<file path="src/rtl/sad_stream_engine.sv">
// sad_stream_engine
// Streaming sum-of-absolute-differences engine. Each beat carries LANES pixel
// pairs. A block of BLK_PIX pixels forms one candidate. The engine emits every
// candidate's SAD on a result handshake. After NUM_CAND candidates it reports
// the minimum SAD and the index of that candidate.
// Pipeline: beat handshake -> stage 1 (per-lane |a-b|) -> stage 2 (lane sum
// added into the accumulator; the candidate completes here).
// Optional feature: define SAD_EARLY_TERM_EN to enable early termination. A
// candidate whose partial SAD reaches the best SAD so far stops accumulating.
module sad_stream_engine #(
    parameter int  PIX_W    = 8,
    parameter int  LANES    = 4,
    parameter int  BLK_PIX  = 256,
    parameter int  NUM_CAND = 16,
    localparam int BEATS    = BLK_PIX / LANES,
    localparam int SAD_W    = PIX_W + $clog2(BLK_PIX),
    localparam int IDX_W    = (NUM_CAND > 1) ? $clog2(NUM_CAND) : 1
) (
    input  logic                   clk,
    input  logic                   rst,
    input  logic                   start,
    input  logic                   in_valid,
    output logic                   in_ready,
    input  logic [LANES*PIX_W-1:0] in_a,
    input  logic [LANES*PIX_W-1:0] in_b,
    output logic                   cand_valid,
    input  logic                   cand_ready,
    output logic [SAD_W-1:0]       cand_sad,
    output logic [IDX_W-1:0]       cand_idx,
    output logic                   cand_term,
    output logic                   best_valid,
    output logic [SAD_W-1:0]       best_sad,
    output logic [IDX_W-1:0]       best_idx,
    output logic                   busy
);
    localparam int                BEAT_W    = $clog2(BEATS);
    localparam logic [BEAT_W-1:0] LAST_BEAT = BEAT_W'(BEATS - 1);
    localparam logic [IDX_W-1:0]  LAST_CAND = IDX_W'(NUM_CAND - 1);
    localparam logic [IDX_W:0]    ALL_CAND  = (IDX_W + 1)'(NUM_CAND);

    typedef enum logic [1:0] {
        ST_IDLE,
        ST_RUN,
        ST_DONE
    } state_t;

    state_t              state_q, state_d;
    logic [BEAT_W-1:0]   beat_cnt_q, beat_cnt_d;
    logic [IDX_W:0]      in_cand_q, in_cand_d;     // candidates fully accepted on the input side
    logic [PIX_W-1:0]    diff_q [LANES];
    logic [PIX_W-1:0]    diff_d [LANES];
    logic                s1_valid_q, s1_valid_d;
    logic                s1_last_q, s1_last_d;
    logic [SAD_W-1:0]    acc_q, acc_d;
    logic                term_q, term_d;           // current candidate already terminated
    logic [IDX_W-1:0]    cand_cnt_q, cand_cnt_d;   // index of the candidate in stage 2
    logic                cand_valid_q, cand_valid_d;
    logic [SAD_W-1:0]    cand_sad_q, cand_sad_d;
    logic [IDX_W-1:0]    cand_idx_q, cand_idx_d;
    logic                cand_term_q, cand_term_d;
    logic                best_valid_q, best_valid_d;
    logic [SAD_W-1:0]    best_sad_q, best_sad_d;
    logic [IDX_W-1:0]    best_idx_q, best_idx_d;
    logic                busy_q, busy_d;

    logic [PIX_W-1:0]    diff_new [LANES];
    logic [SAD_W-1:0]    tree_sum;
    logic [SAD_W-1:0]    acc_sum;
    logic [SAD_W-1:0]    eff_sad;                  // accumulator value after this beat
    logic                eff_term;                 // candidate terminated after this beat
    logic                hs;

    // Input accepts only while running. It stalls while a result is waiting to
    // be taken. It also stalls once every candidate's beats have been accepted.
    assign in_ready = (state_q == ST_RUN)
                   && !(cand_valid_q && !cand_ready)
                   && (in_cand_q != ALL_CAND);
    assign hs = in_valid && in_ready;

    // Per-lane absolute difference of the incoming beat.
    genvar gi;
    generate
        for (gi = 0; gi < LANES; gi++) begin : g_lane
            logic [PIX_W-1:0] a_pix;
            logic [PIX_W-1:0] b_pix;
            assign a_pix        = in_a[gi*PIX_W +: PIX_W];
            assign b_pix        = in_b[gi*PIX_W +: PIX_W];
            assign diff_new[gi] = (a_pix >= b_pix) ? (a_pix - b_pix) : (b_pix - a_pix);
        end
    endgenerate

    // Sum the registered lane differences of stage 1 into one beat total.
    always_comb begin
        tree_sum = '0;
        for (int k = 0; k < LANES; k++) begin
            tree_sum = tree_sum + SAD_W'(diff_q[k]);
        end
    end

    assign acc_sum = acc_q + tree_sum;

`ifdef SAD_EARLY_TERM_EN
    logic term_hit;

    // Early termination: a non-first candidate stops once it can no longer win.
    always_comb begin
        term_hit = !term_q && (cand_cnt_q != '0) && (acc_sum >= best_sad_q);
        eff_term = term_q || term_hit;
        eff_sad  = term_q ? acc_q : acc_sum;
    end
`else
    // No early termination: every beat accumulates.
    always_comb begin
        eff_term = 1'b0;
        eff_sad  = acc_sum;
    end
`endif

    // Next-state logic for the control FSM, the pipeline and the result registers.
    always_comb begin
        state_d      = state_q;
        beat_cnt_d   = beat_cnt_q;
        in_cand_d    = in_cand_q;
        diff_d       = diff_q;
        s1_valid_d   = 1'b0;
        s1_last_d    = 1'b0;
        acc_d        = acc_q;
        term_d       = term_q;
        cand_cnt_d   = cand_cnt_q;
        cand_valid_d = cand_valid_q;
        cand_sad_d   = cand_sad_q;
        cand_idx_d   = cand_idx_q;
        cand_term_d  = cand_term_q;
        best_valid_d = 1'b0;
        best_sad_d   = best_sad_q;
        best_idx_d   = best_idx_q;

        case (state_q)
            ST_IDLE: begin
                if (start) begin
                    state_d    = ST_RUN;
                    beat_cnt_d = '0;
                    in_cand_d  = '0;
                    cand_cnt_d = '0;
                    acc_d      = '0;
                    term_d     = 1'b0;
                    best_sad_d = '1;
                    best_idx_d = '0;
                end
            end

            ST_RUN: begin
                // Stage 1 capture and beat counting.
                if (hs) begin
                    diff_d     = diff_new;
                    s1_valid_d = 1'b1;
                    if (beat_cnt_q == LAST_BEAT) begin
                        beat_cnt_d = '0;
                        s1_last_d  = 1'b1;
                        in_cand_d  = in_cand_q + 1'b1;
                    end else begin
                        beat_cnt_d = beat_cnt_q + 1'b1;
                    end
                end

                // Result handshake; the last candidate's handshake ends the search.
                if (cand_valid_q && cand_ready) begin
                    cand_valid_d = 1'b0;
                    if (cand_idx_q == LAST_CAND) begin
                        state_d      = ST_DONE;
                        best_valid_d = 1'b1;
                    end
                end

                // Stage 2: accumulate. On the last beat, publish the candidate and clear.
                if (s1_valid_q) begin
                    if (s1_last_q) begin
                        cand_valid_d = 1'b1;
                        cand_sad_d   = eff_sad;
                        cand_idx_d   = cand_cnt_q;
                        cand_term_d  = eff_term;
                        cand_cnt_d   = cand_cnt_q + 1'b1;
                        acc_d        = '0;
                        term_d       = 1'b0;
                        if (!eff_term && (eff_sad < best_sad_q)) begin
                            best_sad_d = eff_sad;
                            best_idx_d = cand_cnt_q;
                        end
                    end else begin
                        acc_d  = eff_sad;
                        term_d = eff_term;
                    end
                end
            end

            ST_DONE: begin
                state_d = ST_IDLE;
            end

            default: begin
                state_d = ST_IDLE;
            end
        endcase

        busy_d = (state_d != ST_IDLE);
    end

    // State and pipeline registers; reset discards any search in progress.
    always_ff @(posedge clk or negedge rst) begin
        if (!rst) begin
            state_q      <= ST_IDLE;
            beat_cnt_q   <= '0;
            in_cand_q    <= '0;
            for (int k = 0; k < LANES; k++) begin
                diff_q[k] <= '0;
            end
            s1_valid_q   <= 1'b0;
            s1_last_q    <= 1'b0;
            acc_q        <= '0;
            term_q       <= 1'b0;
            cand_cnt_q   <= '0;
            cand_valid_q <= 1'b0;
            cand_sad_q   <= '0;
            cand_idx_q   <= '0;
            cand_term_q  <= 1'b0;
            best_valid_q <= 1'b0;
            best_sad_q   <= '0;
            best_idx_q   <= '0;
            busy_q       <= 1'b0;
        end else begin
            state_q      <= state_d;
            beat_cnt_q   <= beat_cnt_d;
            in_cand_q    <= in_cand_d;
            diff_q       <= diff_d;
            s1_valid_q   <= s1_valid_d;
            s1_last_q    <= s1_last_d;
            acc_q        <= acc_d;
            term_q       <= term_d;
            cand_cnt_q   <= cand_cnt_d;
            cand_valid_q <= cand_valid_d;
            cand_sad_q   <= cand_sad_d;
            cand_idx_q   <= cand_idx_d;
            cand_term_q  <= cand_term_d;
            best_valid_q <= best_valid_d;
            best_sad_q   <= best_sad_d;
            best_idx_q   <= best_idx_d;
            busy_q       <= busy_d;
        end
    end

    assign cand_valid = cand_valid_q;
    assign cand_sad   = cand_sad_q;
    assign cand_idx   = cand_idx_q;
    assign cand_term  = cand_term_q;
    assign best_valid = best_valid_q;
    assign best_sad   = best_sad_q;
    assign best_idx   = best_idx_q;
    assign busy       = busy_q;

endmodule

</file>
<file path="config.mk">
export PLATFORM = sky130hd
export DESIGN_NAME = sad_stream_engine
export DESIGN_NICKNAME = d
export VERILOG_FILES = /design/src/rtl/sad_stream_engine.sv
export SDC_FILE = /design/constraint.sdc
export NUM_CORES = 1
export LEC_CHECK = 0
export BUFFER_PORTS_ARGS = -buffer_cell sky130_fd_sc_hd__clkbuf_2
export CORE_AREA = 2 2 141 143
export DETAILED_ROUTE_END_ITERATION = 6
export DIE_AREA = 0 0 143 145
export PLACE_DENSITY = 0.79
export SLEW_MARGIN = 40
export SYNTH_ARGS = -nofsm -noshare
export SYNTH_HDL_FRONTEND = slang
export SYNTH_SLANG_ARGS = --single-unit
export TNS_END_PERCENT = 30
</file>
<file path="constraint.sdc">
create_clock -name clk -period 5.3 [get_ports clk]
set_input_delay 0.265 -clock clk [delete_from_list [all_inputs] [get_ports clk]]
set_output_delay 0.265 -clock clk [all_outputs]
set_load 0.01 [all_outputs]
</file>
### Word level (Yosys, flattened, before mapping)

Cells that the tools add are included.

* bits in registers: 110
* bits of input ports: 69
* logic and storage cells: 109

* add/subtract/negate cells: 15
* order comparisons: 5
* eq/ne operators: 10
* muxes and demuxes: 44
* reduce and logical (&&, ||, !) cells: 17

Operators by type and width (count)
* $mux 16: 7
* $pmux 16 s2: 2
* $sub 8x8->8: 8
* $ge 8x8->1: 4
* $mux 8: 4
* $mux 4: 6
* $mux 6: 3
* $add 16x11->16: 1
* $lt 16x16->1: 1
* $pmux 4 s2: 2
* $mux 5: 3
* $pmux 6 s2: 1
* $add 10x8->11: 1
* $mux 1: 11
* $add 9x8->10: 1
* $pmux 5 s2: 1
* $add 8x8->9: 1
* $reduce_and 3->1: 3
* $ne 2x2->1 const B: 4
* $reduce_and 4->1: 2
* $add 6x1->6 const B: 1
* $eq 6x6->1 const B: 1
* $mux 2: 3
* $add 5x1->5 const B: 1
* other kinds (12): 19

### Depth between registers and ports, before layout

* depth after elaboration: 9
* gate-level depth with buffers: 22
* gate-level depth less buffers: 21

### Least setup slack after synthesis

Ideal clock, no wire load.

* path kind: register to register
* start: register diff_q[1] (netlist bit)
* end: register best_sad_q[2], in the netlist best_sad[2]
* setup time: 0.121 ns
* arrival time: 4.938 ns
* path slack: 0.241 ns
* cell stages (with the launch flop): 22
* buffers on the path: 1
* clock period less this slack: 5.059 ns
* cell sequence: dfrtp_1 -> inv_1 -> fa_1 -> fa_1 -> fa_1 -> inv_1 -> ha_1 -> fa_1 -> a21o_1 -> a21oi_2 -> o211ai_2 -> a21o_2 -> a21o_1 -> xor2_1 -> ha_1 -> a21o_1 -> a21oi_1 -> o21ai_0 -> o2111ai_2 -> nand3_1 -> buf_2 -> o22a_1

RTL lines
* start, declared: line 50 `logic [PIX_W-1:0] diff_q [LANES];`
* start signal, assigned: line 234 `diff_q <= diff_d;`
* $add 10x8->11: line 96 `tree_sum = tree_sum + SAD_W'(diff_q[k]);`
* $add 16x11->16: line 100 `assign acc_sum = acc_q + tree_sum;`
* net acc_sum[9]: line 68 `logic [SAD_W-1:0] acc_sum;`
* $lt 16x16->1: line 185 `if (!eff_term && (eff_sad < best_sad_q)) begin`
* $ne 2x1->1 (no source line)
* $reduce_and 5->1 (no source line)
* end signal, assigned: line 245 `best_sad_q <= best_sad_d;`
* end, declared: line 62 `logic [SAD_W-1:0] best_sad_q, best_sad_d;`

The timed path passes the listed nets, and every way through them passes these cells. The select of a mux whose other input is x is not followed.
A chain may end at the register's enable or synchronous reset.

### Worst setup path after layout

* start: register diff_q[9] (netlist bit)
* end: register best_sad_q[11], in the netlist best_sad[11]

* longest elaborated chain between the ends: 7

RTL lines (line)
* $add 9x8->10 (*): 96
* $add 10x8->11 (*): 96
* $add 16x11->16 (*): 100
* net acc_sum[11]: 68
* branches (longest 4 deep; another with $lt 16x16->1)

Mark *: on every way through the listed nets, which the timed path passes. The select of a mux whose other input is x is not followed.

==> qor.csv <==
stage,metric,value,unit
place,Detail Placement HPWL,14.0,mm
routing,met1 WL,8.47,mm
clock_tree,Max H-tree Level,3,
synth,synthesized cell area,0.00853,mm2
synth,Mean Syn Cell Area,8.99,um2
clock_tree,CTS buffer count,9,
sta,Tcrit/Tclk final,0.987,
clock_tree,Root Driver,clkbuf_16,
synth,Post-synth EDFFs,0,
synth,register area share after synthesis,0.323,
sta,fmax,191,MHz
floorplan,Die W,143,um
sta,unrepaired setup endpoints after global routing,yes,
sta,setup ws final,71.1,ps
floorplan,std cell rows,51,
clock_tree,Clock transition at path regs,70,ps
worst_setup_path,CP Data Required Time,5530,ps
routing,drt drc,0,
sta,Worst Skew,12.8,ps
cells_and_area,# diodes,0,
clock_tree,"Clk Latency, worst-skew pair",360,ps
clock_tree,CTS Buffer Depth,2,
global_route,vias in the first global route,6665,
power,Max VDD drop,0.00104,V
floorplan,boundary pin count,114,
worst_setup_path,CP Data Arrival Time,5460,ps
place,DP Worst Slack,-71.6,ps
global_route,"Remaining Overflow, GRT",0,
routing,top sig layer,met4,
global_route,initial antenna violation count,0,
sta,"Slew Viols, Final",0,
clock_tree,CTS tree,yes,
power,power density over the cells,742,mW/mm2
global_route,total track usage,0.180,
cells_and_area,# fillers,1735,
synth,Syn. warnings,0,
power,Pleak,5.19,nW
routing,met3 wire length,731,um
worst_setup_path,Slowest cell on crit path,fa_1,
run_status,status,"complete, no violations",
place,port bufs,112,
routing,Starting DRT DRC Count,355,
worst_setup_path,max incr delay on CP,540,ps
worst_setup_path,crit-path cells,"inv_2, fa_1, fa_1, fa_1, inv_1, ha_2, fa_2, a21o_1, a21oi_2, o211ai_2, a221o_2, xor2_2, ha_1, nand3_2, nor3_2, o2111ai_2, a31o_4, buf_12, o22a_1",
worst_hold_path,hold path startpoint,cand_ready,
sta,worst slew pin tran,724,ps
global_route,first-pass GRT wire length,30.8,mm
routing,Avg WL per Cell,13.9,um
flow_run,Max Cap Violations,0,
routing,total wire length,18.7,mm
clock_tree,CTS sink count,110,
power,Pwr Total,7.50,mW
routing,antenna-violating nets left,0,
floorplan,Die H,145,um
synth,post-synthesis net count,1143,
worst_hold_path,Hold/Removal Path Class,primary input to flip-flop,
sta,Final Hold Viols,0,
cells_and_area,area grow syn2layout,18.5,%
synth,Synth Flop Type,dfrtp_1,
worst_setup_path,worst r2r src,diff_q[9],
cells_and_area,share of post-route cells with drive strength above 1,0.207,
sta,min Tclk post-route,5230,ps
synth,register bit total from synthesis,110,
global_route,largest net degree at the start of global routing,64,
routing,Vias/cell,5.13,
floorplan,Total Die Area,0.0207,mm2
worst_hold_path,hold depth,3,
synth,Async SR Flop Fraction,1.00,
worst_setup_path,worst reg-to-reg path cell count,19,
sta,WHS,200,ps
worst_setup_path,startpoint types,flip-flop,
floorplan,core area,0.0192,mm2
worst_setup_path,Most common cell on crit path,fa_1,
place,GP Congestion,0.857,
worst_setup_path,Crit. End Element,flip-flop,
sta,# setup viols final,0,
sta,relative slew slack,0.515,
cells_and_area,nets@finish,1266,
routing,drt first pass iters,4,
worst_setup_path,CP Class,flip-flop to flip-flop,
synth,count of different cell masters after synthesis,69,
worst_setup_path,Critical path origin,diff_q[9],
floorplan,initial core utilization,0.444,
synth,Post-Synthesis Cells,949,
routing,met2 WL,9.18,mm
worst_setup_path,crit path max fanout,10,
routing,DR vias,6879,
report_power, final:
part	internal, mW	total (mW)	switching, mW
combinational	2.62	5.60	2.98
clock	0.472	0.771	0.299
sequential	1.01	1.13	0.120
total	4.10	7.50	3.40
repair_timing:
item / CTS / global route
setup buffers: 0 / 14
hold buffers: 1 / 0
cloned: 0 / 3
endpoints found under the setup margin: 17 / 20
hold endpoints to repair: 53 / 0
gates resized for setup: 3 / 36
pin swaps: 0 / 23
stage by stage:
stage / setup TNS [ps] / std cells / util / area (um2)
6_report: 0 / 1341 / 0.526 / 10100
5_1_grt: -2290 / 1341 / 0.526 / 10100
4_1_cts: 0 / 1324 / 0.509 / 9770
3_5_place_dp: -736 / 1308 / 0.490 / 9410
3_3_place_gp: 0 / 1308 / 0.489 / 9380
2_1_floorplan: 0 / 949 / - / 8530
state kept, by name, indices dropped and copies added (netlist names), 2 cells and up:
name	count
in_cand_q	5
cand_sad	16
diff_q	32
acc_q	16
best_sad	16
cand_idx	4
beat_cnt_q	6
best_idx	4
cand_cnt_q	4
state_q	2
worst paths after layout:
kind	endpoint	slack, ps
worst max-delay path	best_sad[11]	70
max in group asynchronous	in_cand_q[0]	3670
min in group asynchronous	cand_sad[4]	480
worst min-delay path	best_valid	200
worst max register to register	best_sad[11]	70
worst min register to register	cand_sad[4]	480
cell type report:
cell class / count / area [um2] / area share
clock inverters: 4 / 95.1 / 0.00941
well taps: 265 / 332 / 0.0328
repair buffers: 144 / 847 / 0.0838
flip-flops and latches: 110 / 2750 / 0.272
clock buffers: 11 / 243 / 0.0240
multi-input cells: 659 / 5280 / 0.522
inverters: 148 / 556 / 0.0550
cell usage in the layout, fill, tap and decap left out, types with 5 or more instances in the layout:
cell       count
inv_1        144
a21o_1        18
nor2b_1       16
ha_4           5
o21a_1         5
xor2_2         5
a211oi_1       5
nand4_1       12
mux2_2         6
dfrtp_1      110
fa_1          30
a21oi_2        7
o21ai_0       67
nand3_1        8
xor2_1        12
ha_1          88
nor2_1        25
clkbuf_16     10
o22a_1        12
nand2b_1      11
o21ai_1       10
xnor2_1       22
o211ai_1       7
mux2i_1       17
nor3_1        12
and3_1         5
a31oi_1       14
buf_4         27
clkbuf_2     111
a21oi_1       33
nand2_1      119
a22o_1        10
cell usage after synthesis, types with 17 or more instances:
cell type  count  area, um2
xor2_1        17        149
a21oi_1       38        190
fa_1          31        621
inv_1        147        552
a21o_1        18        135
nand2_1      120        450
ha_1          94       1180
dfrtp_1      110       2750
nor2_1        25       93.8
mux2i_1       17        170
o21ai_0       68        340
xnor2_1       22        193
worst max-delay path, delay by kind of cell, from the launching register on:
family                   cells  cell delay [ps]
buffers and inverters        3              230
AND/OR/NAND/NOR              2              280
flip-flops                   1              360
AO/OA/AOI/OAI                7             1670
XOR/XNOR                     1              170
adder cells (fa/ha/maj)      6             2370
per-layer routing:
layer	track usage	vias to the layer above
met1	0.241	3288
met2	0.298	140
met4	0.0545	0
li1	-	3431
met5	0	-
met3	0.0281	20
cells by family after synthesis:
kind of cell,Yosys count,synth area share
other,1,0.000440
and+or+nand+nor,245,0.139
DFF,110,0.323
muxes,23,0.0279
adders and majority gates,125,0.211
AOI/OAI and AO/OA,226,0.176
xor gates and xnor gates,39,0.0401
buffers and inverters,180,0.0839
Note: power is estimated with default switching activity, not from simulation.
